==> config.mk <==
export PLATFORM = sky130hd
export DESIGN_NAME = effect_scheduler_flat
export DESIGN_NICKNAME = d
export VERILOG_FILES = /design/src/rtl/effect_scheduler_if.sv /design/src/rtl/effect_scheduler.sv /design/src/flat_wrapper.sv
export SDC_FILE = /design/constraint.sdc
export NUM_CORES = 1
export LEC_CHECK = 0
export CAP_MARGIN = 15
export CORE_MARGIN = 2
export CORE_UTILIZATION = 40
export DETAILED_ROUTE_END_ITERATION = 7
export PLACE_DENSITY = 0.78
export RECOVER_POWER = 50
export SYNTH_ARGS = -nofsm -noshare
export SYNTH_HDL_FRONTEND = slang
export SYNTH_SLANG_ARGS = --single-unit
==> constraint.sdc <==
create_clock -name clk -period 6.5 [get_ports clk]
set_input_delay 1.3 -clock clk [delete_from_list [all_inputs] [get_ports clk]]
set_output_delay 1.3 -clock clk [all_outputs]
set_load 0.02 [all_outputs]
==> src/rtl/effect_scheduler_if.sv <==
// Panel/engine bus bundle for the effect scheduler.
// master: scheduler side; slave: engines/panel side.
interface effect_scheduler_if #(
  parameter int NUM_EFFECTS = 5
);
  logic [7*NUM_EFFECTS-1:0] trans_bus;
  logic [7*NUM_EFFECTS-1:0] seg_bus;
  logic [2:0]               enable;
  logic [1:0]               frequency;
  logic [6:0]               trans;
  logic [6:0]               led7seg;
  logic [2:0]               effect_idx;

  modport master (
    input  trans_bus,
    input  seg_bus,
    output enable,
    output frequency,
    output trans,
    output led7seg,
    output effect_idx
  );

  modport slave (
    output trans_bus,
    output seg_bus,
    input  enable,
    input  frequency,
    input  trans,
    input  led7seg,
    input  effect_idx
  );
endinterface

==> src/rtl/effect_scheduler.sv <==
// Shares a 7-digit 7-seg panel between effect engines, blanking on change.
// Ports: clk, rst, btn_next, btn_speed, auto_mode, bus (master modport).
module effect_scheduler #(
  parameter int NUM_EFFECTS = 5,
  parameter int TICK_DIV    = 25000000,
  parameter int DWELL_TICKS = 16,
  parameter int BLANK_TICKS = 2
) (
  input  logic clk,
  input  logic rst,
  input  logic btn_next,
  input  logic btn_speed,
  input  logic auto_mode,
  effect_scheduler_if.master bus
);
  localparam int TW = (TICK_DIV > 1) ? $clog2(TICK_DIV) : 1;
  localparam int DW = (DWELL_TICKS > 1) ? $clog2(DWELL_TICKS) : 1;
  localparam int BW = (BLANK_TICKS > 1) ? $clog2(BLANK_TICKS) : 1;

  localparam logic [0:0] S_BLANK = 1'b0;
  localparam logic [0:0] S_RUN   = 1'b1;

  logic [0:0]    state, state_n;
  logic [2:0]    idx, idx_n, idx_inc;
  logic [TW-1:0] tick_cnt;
  logic [DW-1:0] dwell_cnt, dwell_n;
  logic [BW-1:0] blank_cnt, blank_n;
  logic          next_q, speed_q;
  logic          tick, next_edge, speed_edge, adv;
  logic [6:0]    trans_sel, seg_sel;

  assign tick       = (tick_cnt == TW'(TICK_DIV - 1));
  assign next_edge  = btn_next & ~next_q;
  assign speed_edge = btn_speed & ~speed_q;
  assign idx_inc    = (idx == 3'(NUM_EFFECTS)) ? 3'd1 : idx + 3'd1;
  assign adv        = next_edge |
                      (auto_mode & tick &
                       (dwell_cnt == DW'(DWELL_TICKS - 1)));

  always_comb begin
    state_n = state;
    idx_n   = idx;
    blank_n = blank_cnt;
    dwell_n = dwell_cnt;
    if (state == S_BLANK) begin
      // A press wins over a coinciding blank expiry.
      if (next_edge) begin
        idx_n   = idx_inc;
        blank_n = '0;
      end else if (tick) begin
        if (blank_cnt == BW'(BLANK_TICKS - 1)) begin
          state_n = S_RUN;
          blank_n = '0;
          dwell_n = '0;
        end else begin
          blank_n = blank_cnt + 1'b1;
        end
      end
    end else begin
      if (!auto_mode) dwell_n = '0;
      else if (tick)  dwell_n = dwell_cnt + 1'b1;
      if (adv) begin
        idx_n   = idx_inc;
        state_n = S_BLANK;
        blank_n = '0;
        dwell_n = '0;
      end
    end
  end

  // Look ahead to the next selection so enable and panel switch together.
  always_comb begin
    trans_sel = 7'h7F;
    seg_sel   = 7'h7F;
    for (int k = 0; k < NUM_EFFECTS; k++) begin
      if (idx_n == 3'(k + 1)) begin
        trans_sel = bus.trans_bus[7*k +: 7];
        seg_sel   = bus.seg_bus[7*k +: 7];
      end
    end
  end

  always_ff @(posedge clk) begin
    if (rst) begin
      state          <= S_BLANK;
      idx            <= 3'd1;
      tick_cnt       <= '0;
      dwell_cnt      <= '0;
      blank_cnt      <= '0;
      next_q         <= 1'b1;
      speed_q        <= 1'b1;
      bus.enable     <= 3'd0;
      bus.frequency  <= 2'b00;
      bus.trans      <= 7'h7F;
      bus.led7seg    <= 7'h7F;
      bus.effect_idx <= 3'd1;
    end else begin
      state          <= state_n;
      idx            <= idx_n;
      tick_cnt       <= tick ? '0 : tick_cnt + 1'b1;
      dwell_cnt      <= dwell_n;
      blank_cnt      <= blank_n;
      next_q         <= btn_next;
      speed_q        <= btn_speed;
      bus.effect_idx <= idx_n;
      if (speed_edge) bus.frequency <= bus.frequency + 2'd1;
      if (state_n == S_RUN) begin
        bus.enable  <= idx_n;
        bus.trans   <= trans_sel;
        bus.led7seg <= seg_sel;
      end else begin
        bus.enable  <= 3'd0;
        bus.trans   <= 7'h7F;
        bus.led7seg <= 7'h7F;
      end
    end
  end
endmodule

==> src/flat_wrapper.sv <==
// flat-port wrapper written by rule: the top's interface ports become plain ports
module effect_scheduler_flat 
#(
  parameter int NUM_EFFECTS = 5,
  parameter int TICK_DIV    = 25000000,
  parameter int DWELL_TICKS = 16,
  parameter int BLANK_TICKS = 2
)
  (clk, rst, btn_next, btn_speed, auto_mode, bus_trans_bus, bus_seg_bus, bus_enable, bus_frequency, bus_trans, bus_led7seg, bus_effect_idx);
  effect_scheduler_if #(.NUM_EFFECTS(NUM_EFFECTS)) bus_i ();
  input  logic clk;
  input  logic rst;
  input  logic btn_next;
  input  logic btn_speed;
  input  logic auto_mode;
  input wire logic [$bits(bus_i.trans_bus)-1:0] bus_trans_bus;
  input wire logic [$bits(bus_i.seg_bus)-1:0] bus_seg_bus;
  output wire logic [$bits(bus_i.enable)-1:0] bus_enable;
  output wire logic [$bits(bus_i.frequency)-1:0] bus_frequency;
  output wire logic [$bits(bus_i.trans)-1:0] bus_trans;
  output wire logic [$bits(bus_i.led7seg)-1:0] bus_led7seg;
  output wire logic [$bits(bus_i.effect_idx)-1:0] bus_effect_idx;
  assign bus_i.trans_bus = bus_trans_bus;
  assign bus_i.seg_bus = bus_seg_bus;
  assign bus_enable = bus_i.enable;
  assign bus_frequency = bus_i.frequency;
  assign bus_trans = bus_i.trans;
  assign bus_led7seg = bus_i.led7seg;
  assign bus_effect_idx = bus_i.effect_idx;
  effect_scheduler #(.NUM_EFFECTS(NUM_EFFECTS), .TICK_DIV(TICK_DIV), .DWELL_TICKS(DWELL_TICKS), .BLANK_TICKS(BLANK_TICKS)) u_core (.clk(clk), .rst(rst), .btn_next(btn_next), .btn_speed(btn_speed), .auto_mode(auto_mode), .bus(bus_i));
endmodule
==> results of run 1 <==
## sequential cells by signal, summed over array words and instances, names as in the netlist
signal                cells
u_core.bus.frequency      2
u_core.tick_cnt          25
u_core.state              1
u_core.bus.enable         3
u_core.bus.led7seg        7
u_core.bus.trans          7
u_core.next_q             1
u_core.idx                3
u_core.blank_cnt          1
u_core.speed_q            1
u_core.dwell_cnt          4
## worst max-delay path by stage
stage / end / slack [ns] / startpoint
2_1_floorplan: u_core.bus.trans[2] / 3.32 / auto_mode
3_3_place_gp: u_core.bus.led7seg[3] / 2.47 / auto_mode
3_5_place_dp: u_core.bus.led7seg[4] / 2.32 / auto_mode
4_1_cts: u_core.bus.led7seg[4] / 2.66 / auto_mode
5_1_grt: u_core.bus.led7seg[3] / 2.39 / auto_mode
6_report: u_core.bus.led7seg[0] / 2.65 / auto_mode
## cell type report
class / instances / area [um^2] / area share [%]
clock buffers: 6 / 72.6 / 1.64
clock inverters: 2 / 60.1 / 1.36
inverters: 19 / 71.3 / 1.61
multi-input cells: 308 / 2000 / 45.1
flip-flops and latches: 55 / 1100 / 24.8
well taps: 105 / 131 / 2.96
repair buffers: 100 / 998 / 22.5
## metrics by stage
| step | hold WS, ns | area, um^2 |
|---|---|---|
| 2_1_floorplan | 0.426 | 3290 |
| 3_3_place_gp | 0.434 | 4280 |
| 3_5_place_dp | 0.449 | 4280 |
| 4_1_cts | 0.472 | 4410 |
| 5_1_grt | 0.499 | 4430 |
| 6_report | 0.468 | 4430 |
## worst max-delay path, delay by kind of cell
kind | cells | cell delay, ns
buffers and inverters | 1 | 0.50
and+or+nand+nor | 3 | 0.90
AOI/OAI and AO/OA | 3 | 1.27
## placed cells by master, fill, tap and decap left out, drive strengths merged, types with 6 or more instances in the layout
master / count
clkdlybuf4s50: 76
dfxtp: 55
nor2: 42
nand3: 37
a2bb2oi: 26
nand2: 25
nand4: 20
dlygate4sd3: 20
inv: 19
xor2: 14
nor3b: 14
o211ai: 14
a221oi: 13
o2111ai: 13
xnor2: 10
a21oi: 9
nor3: 8
o21ai: 7
clkbuf: 6
## cells by family after synthesis
kind of cell | Yosys count
adders and majority gates | 2
buffers and inverters | 51
and+or+nand+nor | 186
DFF | 55
muxes | 3
xor gates and xnor gates | 24
AOI/OAI and AO/OA | 93
## routing by layer
layer	wire length (um)	global-route usage [%]	up-vias
li1	-	-	1696
met2	4330	35.5	151
met5	0	0	-
met3	807	4.63	18
met4	178	7.00	0
met1	4040	26.9	1567
## where the power goes
group          switching [W]  leakage [nW]  internal (W)  total [W]
clock network       0.000113        0.0654      0.000154   0.000267
registers         0.00000607         0.445      0.000340   0.000346
logic              0.0000503         0.914     0.0000679   0.000118
==> qor.yml, run 1 <==
status: "complete, no violations"
rrSetupSlack_ns: 3.03
cts-root-buf: "clkbuf_8"
hold_violations: 0
critical_path.max_stage_delay_ns: 0.79
hold_depth: 1
io_buffers: 96
syn_inst: 414
synth-seq-cells: 55
clockBufferDepth: 2
clk_pin_slew_ns: 0.10
rsz0062_at_grt: "false"
synth_common_cells: "dfxtp_1 (55), nor2_1 (42), nand3_1 (37), a2bb2oi_1 (26), nand2_1 (25)"
setup_tns_ns: 0
syn2layout_area_growth_pct: 34.8
post_cts_resized: 0
place_hpwl_mm: 7.03
period_share_pct: 59.2
drt-total-wl_mm: 9.36
synth_top_area_share_pct: 33.5
synth_area_leaders: "dfxtp_1 (33%), a2bb2oi_1 (6.9%), nand3_1 (5.6%)"
place.gp.congestion: 0.909
crit_path_end_kind: "register"
cp.required_ns: 6.64
finalSetupViolCount: 0
async_flop_share_pct: 0
drt-initial-drc-count: 104
synth_compound_area_share_pct: 22.3
drcViolationCount: 0
setup_slack_ns: 2.65
dr.pass1.iters: 5
stdcell_count: 595
wl_per_cell_um: 15.7
avgViaCountPerCell: 5.77
p_per_area_nw_per_um2: 165
power_w: 0.000731
rr_startpoint: "u_core.tick_cnt[15]"
ys_warn_count: 0
synth_most_common_cell: "dfxtp_1"
max_freq_ghz: 0.260
leakage_nw: 1.42
diodes: 0
synth-edff-count: 0
ys.flop_type: "dfxtp_1"
cts_max_level: 2
ant_nets: 0
hold_end: "u_core.tick_cnt[0]"
path_cells: "clkdlybuf4s50_1, nand4_1, or4_1, o21ai_1, nor2_1, a211oi_2, o2111ai_1"
start_util_pct: 40.6
synth_xor_area_share_pct: 6.39
fillers: 755
yosys.area.top_type: "dfxtp_1"
grt_usage_pct: 21.1
syn_avg_cell_area_um2: 7.94
grt_pass1_wl_mm: 15.4
drv_slew: 0
die_h_um: 94.7
num_rows: 33
cp_slowest_cell: "a211oi_2"
cts_setup_buffers: 0
core-area_um2: 8090
numCtsBuffers: 5
nets: 566
yosys.area_share.simple_pct: 30.1
synth_top_family_by_area: "simple AND/OR/NAND/NOR gates"
critPathLaunchType: "input port"
yosysSeqAreaShare_pct: 33.5
die_width_um: 94.7
tightest_slew_ns: 1.29
synthMuxAreaShare_pct: 0.913
ir_drop_mv: 0.0954
overflow: 0
synth_nets: 491
cap_violations: 0
max_slew_margin_pct: 14.1
insertion_delay_ns: 0.31
ctsHoldBuffers: 0
synth_area_um2: 3290
fin_worst_skew_ns: 0.0114
dp.cells: 585
synth_adder_area_share_pct: 0.761
grt_max_degree: 38
reg2regPathDepth: 6
crit_fanout: 14
dr_total_vias: 3432
yosysUniqueCellTypes: 46
min-delay-start: "u_core.tick_cnt[0]"
path_class: "input port to register"
pre_cts_slack_ns: 2.32
cts_tree: "built"
clock-sinks: 55
die_area_um2: 8960
grt_pass1_vias: 3266
drive_gt1_share_pct: 3.67
hold_path_class: "register to register"
arrival_ns: 3.98
period_needed_ns: 3.85
r2r-end: "u_core.bus.led7seg[0]"
num_io_pins: 97
fin_util_pct: 54.8
antenna_found_initial: 0
Power figures use the tool's default switching activity.
==> run 2, diff against run 1 <==
--- a/config.mk
+++ b/config.mk
@@ -9,7 +9,7 @@
 export CORE_MARGIN = 2
 export CORE_UTILIZATION = 40
 export DETAILED_ROUTE_END_ITERATION = 7
-export PLACE_DENSITY = 0.78
+export PLACE_DENSITY = 0.81
 export RECOVER_POWER = 50
 export SYNTH_ARGS = -nofsm -noshare
 export SYNTH_HDL_FRONTEND = slang
==> constraint.sdc (replaced) <==
create_clock -name clk -period 3.16 [get_ports clk]
set_input_delay 0.632 -clock clk [delete_from_list [all_inputs] [get_ports clk]]
set_output_delay 0.632 -clock clk [all_outputs]
set_load 0.02 [all_outputs]
==> qor.yml, run 2 (synthesis results as in run 1) <==
status: "complete, no violations"
die_h_um: 94.7  # unchanged
layout_commonest_cell: "clkdlybuf4s50_1"
period_share_pct: 94.3
largest_reg_flops: 25  # unchanged
antenna_found_initial: 0  # unchanged
place.gp.congestion: 0.829  # -8.9%
power_w: 0.00132  # +80%
leakage_nw: 1.43  # +0.54%
cp_slowest_cell: "or4_1"
clock-sinks: 55  # unchanged
finalSetupViolCount: 0  # unchanged
start_util_pct: 40.6  # unchanged
die_width_um: 94.7  # unchanged
whs_ns: 0.465  # -0.00271 ns
insertion_delay_ns: 0.30  # about the same
setup_tns_ns: 0  # unchanged
route.met2.wl_mm: 4.61  # +6.3%
dr.pass1.iters: 5  # unchanged
diodes: 0  # unchanged
max_slew_margin_pct: 23.8  # +9.8 points
ctsHoldBuffers: 0  # unchanged
rsz0062_at_grt: "false"
io_buffers: 96  # unchanged
drt-initial-drc-count: 166  # +60%
place_hpwl_mm: 7.23  # +2.9%
numCtsBuffers: 5  # unchanged
wl_per_cell_um: 16.0  # +1.6%
cap_violations: 0  # unchanged
critical_path.max_stage_delay_ns: 0.58  # -0.21 ns
crit_fanout: 14  # unchanged
dr_total_vias: 3549  # +3.4%
hold_violations: 0  # unchanged
die_area_um2: 8960  # unchanged
core-area_um2: 8090  # unchanged
path_cells: "or4b_1, or4_1, buf_4, o41ai_1, a21boi_1, a211oi_4, o2111ai_1"
layout_common_cells: "clkdlybuf4s50_1 (74), dfxtp_1 (55), nor2_1 (42)"
p_per_area_nw_per_um2: 297  # +80%
path_class: "register to register"
avgViaCountPerCell: 5.90  # +2.2%
nets: 575  # +1.6%
dr.max_layer_used: "met4"
num_io_pins: 97  # unchanged
grt_max_degree: 37  # -2.6%
grt_pass1_wl_mm: 15.5  # +0.63%
drt-met1-wl_mm: 3.97  # -1.8%
grt_usage_pct: 21.1  # -0.031 points
ir_drop_mv: 0.147  # +54%
cts_tree: "built"
arrival_ns: 3.20  # -0.78 ns
overflow: 0  # unchanged
drt-total-wl_mm: 9.62  # +2.8%
fin_worst_skew_ns: 0.00311  # -0.00829 ns
syn2layout_area_growth_pct: 35.0
clockBufferDepth: 2  # unchanged
cts_setup_buffers: 0  # unchanged
period_needed_ns: 2.98
cts_max_level: 2  # unchanged
crit_path_end_kind: "register"
max_freq_ghz: 0.336
drcViolationCount: 0  # unchanged
drive_gt1_share_pct: 5.03  # +1.4 points
tightest_slew_ns: 1.14  # -0.149 ns
hold_depth: 1  # unchanged
fillers: 720  # -4.6%
cts-root-buf: "clkbuf_8"
hold_path_class: "register to register"
grt_pass1_vias: 3254  # -0.37%
drv_slew: 0  # unchanged
pre_cts_slack_ns: -0.0960  # -2.42 ns
num_rows: 33  # unchanged
cp.required_ns: 3.38  # -3.26 ns
critPathLaunchType: "register"
ant_nets: 0  # unchanged
setup_slack_ns: 0.181  # -2.47 ns
reg2regPathDepth: 7  # +1
reg_top3: "u_core.tick_cnt: 25 flops, u_core.bus.led7seg: 7 flops, u_core.bus.trans: 7 flops"
clk_pin_slew_ns: 0.09  # about the same
wl_met3_um: 891  # +10%
regMostFlops: "u_core.tick_cnt"
## run 2: metal layers
| layer | vias to the layer above | GRT usage, % |
|---|---|---|
| li1 | 1705 | - |
| met1 | 1661 | 26.3 |
| met2 | 168 | 37.2 |
| met3 | 15 | 4.15 |
| met4 | 0 | 5.43 |
| met5 | - | 0 |
## run 2: final timing paths
kind,from,slack [ns],to
hold reg to reg,u_core.tick_cnt[0],0.47,u_core.tick_cnt[0]
setup reg to reg,u_core.tick_cnt[15],0.18,u_core.bus.led7seg[1]
hold / removal,u_core.tick_cnt[0],0.47,u_core.tick_cnt[0]
setup / recovery,u_core.tick_cnt[15],0.18,u_core.bus.led7seg[1]
## run 2: repair_timing
item                       CTS  global route
setup endpoints to repair    8             2
pin swaps                    0             1
resized for setup            1             0
## run 2: area by class of cell
type	instances	area [um^2]	share of cell area [%]
clock buffers	6	72.6	1.63
inverters	19	71.3	1.61
multi-input cells	308	2010	45.3
flip-flops and latches	55	1100	24.8
well taps	105	131	2.96
repair buffers	109	1050	23.8
## run 2: critical path: cells and delay by family, from the launching register on
kind	cells	cell delay, ns
AOI/OAI and AO/OA	4	1.19
buffers and inverters	1	0.20
DFF	1	0.37
and+or+nand+nor	2	1.14
## run 2: report_power, final
part	switching (W)	internal [W]
clock network	0.000212	0.000149
logic	0.000107	0.000141
registers	0.00000956	0.000700
## run 2: per-stage QoR
| stage | cells | util (%) | instance area [um^2] |
|---|---|---|---|
| floorplan | 414 | - | 3290 |
| global placement | 596 | 53.9 | 4360 |
| detailed placement | 596 | 53.9 | 4360 |
| CTS | 602 | 54.9 | 4440 |
| global route | 602 | 54.9 | 4440 |
| finish | 602 | 54.9 | 4440 |
==> run 3, diff against run 2 <==
--- a/config.mk
+++ b/config.mk
@@ -11,6 +11,7 @@
 export DETAILED_ROUTE_END_ITERATION = 7
 export PLACE_DENSITY = 0.81
 export RECOVER_POWER = 50
+export REMOVE_ABC_BUFFERS = 1
 export SYNTH_ARGS = -nofsm -noshare
 export SYNTH_HDL_FRONTEND = slang
 export SYNTH_SLANG_ARGS = --single-unit
==> qor.yml, run 3 (synthesis results as in run 1) <==
drt-initial-drc-count: 153  # -7.8%
fillers: 734  # +1.9%
die_h_um: 94.7  # unchanged
path_class: "register to register"
antenna_found_initial: 0  # unchanged
rsz0062_at_grt: "false"
nets: 581  # +1.0%
cts_max_level: 2  # unchanged
overflow: 0  # unchanged
rr_startpoint: "u_core.tick_cnt[15]"
tightest_slew_ns: 0.950  # -0.190 ns
numCtsBuffers: 5  # unchanged
dr_total_vias: 3601  # +1.5%
max_slew_margin_pct: 36.4  # +13 points
insertion_delay_ns: 0.32  # +0.02 ns
layout_commonest_cell: "clkdlybuf4s50_1"
max_freq_ghz: 0.344  # +2.5%
power_w: 0.00136  # +3.2%
io_buffers: 96  # unchanged
dr.pass1.iters: 4  # -1
hold_violations: 0  # unchanged
drcViolationCount: 0  # unchanged
crit_path_end_kind: "register"
post_cts_resized: 0  # -1
reg_top3: "u_core.tick_cnt: 25 flops, u_core.bus.led7seg: 7 flops, u_core.bus.trans: 7 flops"
critPathLaunchType: "register"
drive_gt1_share_pct: 6.53  # +1.5 points
clockBufferDepth: 2  # unchanged
cts_setup_buffers: 0  # unchanged
p_per_area_nw_per_um2: 302  # +1.7%
regMostFlops: "u_core.tick_cnt"
largest_reg_flops: 25  # unchanged
cts-root-buf: "clkbuf_8"
period_share_pct: 91.9  # -2.3 points
num_rows: 33  # unchanged
core-area_um2: 8090  # unchanged
syn2layout_area_growth_pct: 37.0
fin_worst_skew_ns: 0.0191  # +0.0160 ns
clock-sinks: 55  # unchanged
hold_path_class: "register to register"
grt_pass1_vias: 3514  # +8.0%
diodes: 0  # unchanged
leakage_nw: 1.46  # +1.7%
num_io_pins: 97  # unchanged
min-delay-start: "u_core.tick_cnt[0]"
finalSetupViolCount: 0  # unchanged
cp.required_ns: 3.39  # about the same
clk_pin_slew_ns: 0.10  # about the same
ant_nets: 0  # unchanged
ctsHoldBuffers: 0  # unchanged
place_hpwl_mm: 7.21  # -0.25%
crit_fanout: 6  # -8
layout_common_cells: "clkdlybuf4s50_1 (74), dfxtp_1 (55), nor2_1 (42)"
drt-total-wl_mm: 9.79  # +1.8%
cts_tree: "built"
cap_violations: 0  # unchanged
arrival_ns: 3.14  # -0.06 ns
drv_slew: 0  # unchanged
die_area_um2: 8960  # unchanged
startpoint: "u_core.tick_cnt[15]"
avgViaCountPerCell: 5.90  # +0.13%
status: "complete, no violations"
period_needed_ns: 2.91  # -0.0733 ns
grt_pass1_wl_mm: 15.9  # +2.9%
whs_ns: 0.477  # +0.0112 ns
wl_per_cell_um: 16.1  # +0.48%
start_util_pct: 40.6  # unchanged
ir_drop_mv: 0.170  # +15%
place.gp.congestion: 0.922  # +11%
grt_usage_pct: 21.7  # +0.64 points
die_width_um: 94.7  # unchanged
grt_max_degree: 37  # unchanged
[run 3: path summary, 6_finish.rpt]
path | to | slack (ns) | cells after the start
worst min register to register | u_core.tick_cnt[0] | 0.48 | 1
worst max register to register | u_core.dwell_cnt[1] | 0.25 | 6
worst max-delay path | u_core.dwell_cnt[1] | 0.25 | 6
worst min-delay path | u_core.tick_cnt[0] | 0.48 | 1
[run 3: report_power, final]
group | total (W) | internal, W | switching [W]
Combinational | 0.000252 | 0.000144 | 0.000108
Sequential | 0.000709 | 0.000700 | 0.00000959
Clock | 0.000400 | 0.000160 | 0.000240
Total | 0.00136 | 0.00100 | 0.000357
[run 3: metal layers]
metal	vias to the layer above	part of all wire [%]	GRT usage, %
met5	-	0	0
li1	1727	-	-
met3	15	9.0	5.19
met4	0	1.1	6.76
met1	1703	42	26.3
met2	156	48	38.0
[run 3: layout make-up]
class / count / area [um^2] / area share (%)
clock buffer: 6 / 72.6 / 1.61
timing repair buffer: 115 / 1100 / 24.4
multi-input combinational: 308 / 2010 / 44.7
clock inverter: 2 / 16.3 / 0.361
sequential: 55 / 1100 / 24.4
tap: 105 / 131 / 2.92
inverter: 19 / 71.3 / 1.58
[run 3: worst max-delay path, cell delays in order (launching register included)]
cell	delay (ns)
dfxtp_1	0.37
or4b_1	0.55
or4_1	0.57
buf_4	0.19
o41a_1	0.47
or4b_1	0.52
a21oi_1	0.14
[run 3: through the flow]
stage | setup TNS [ns] | instances | utilization [%] | area (um^2) | worst slack (ns)
final | 0 | 610 | 55.7 | 4510 | 0.255
after CTS | 0 | 608 | 55.4 | 4480 | 0.108
after detailed placement | -1.86 | 600 | 54.3 | 4390 | -0.160
after global placement | -0.270 | 600 | 54.3 | 4390 | -0.0284
after global routing | 0 | 610 | 55.7 | 4510 | 0.0746
after floorplan | -2.81 | 382 | - | 3160 | -0.217
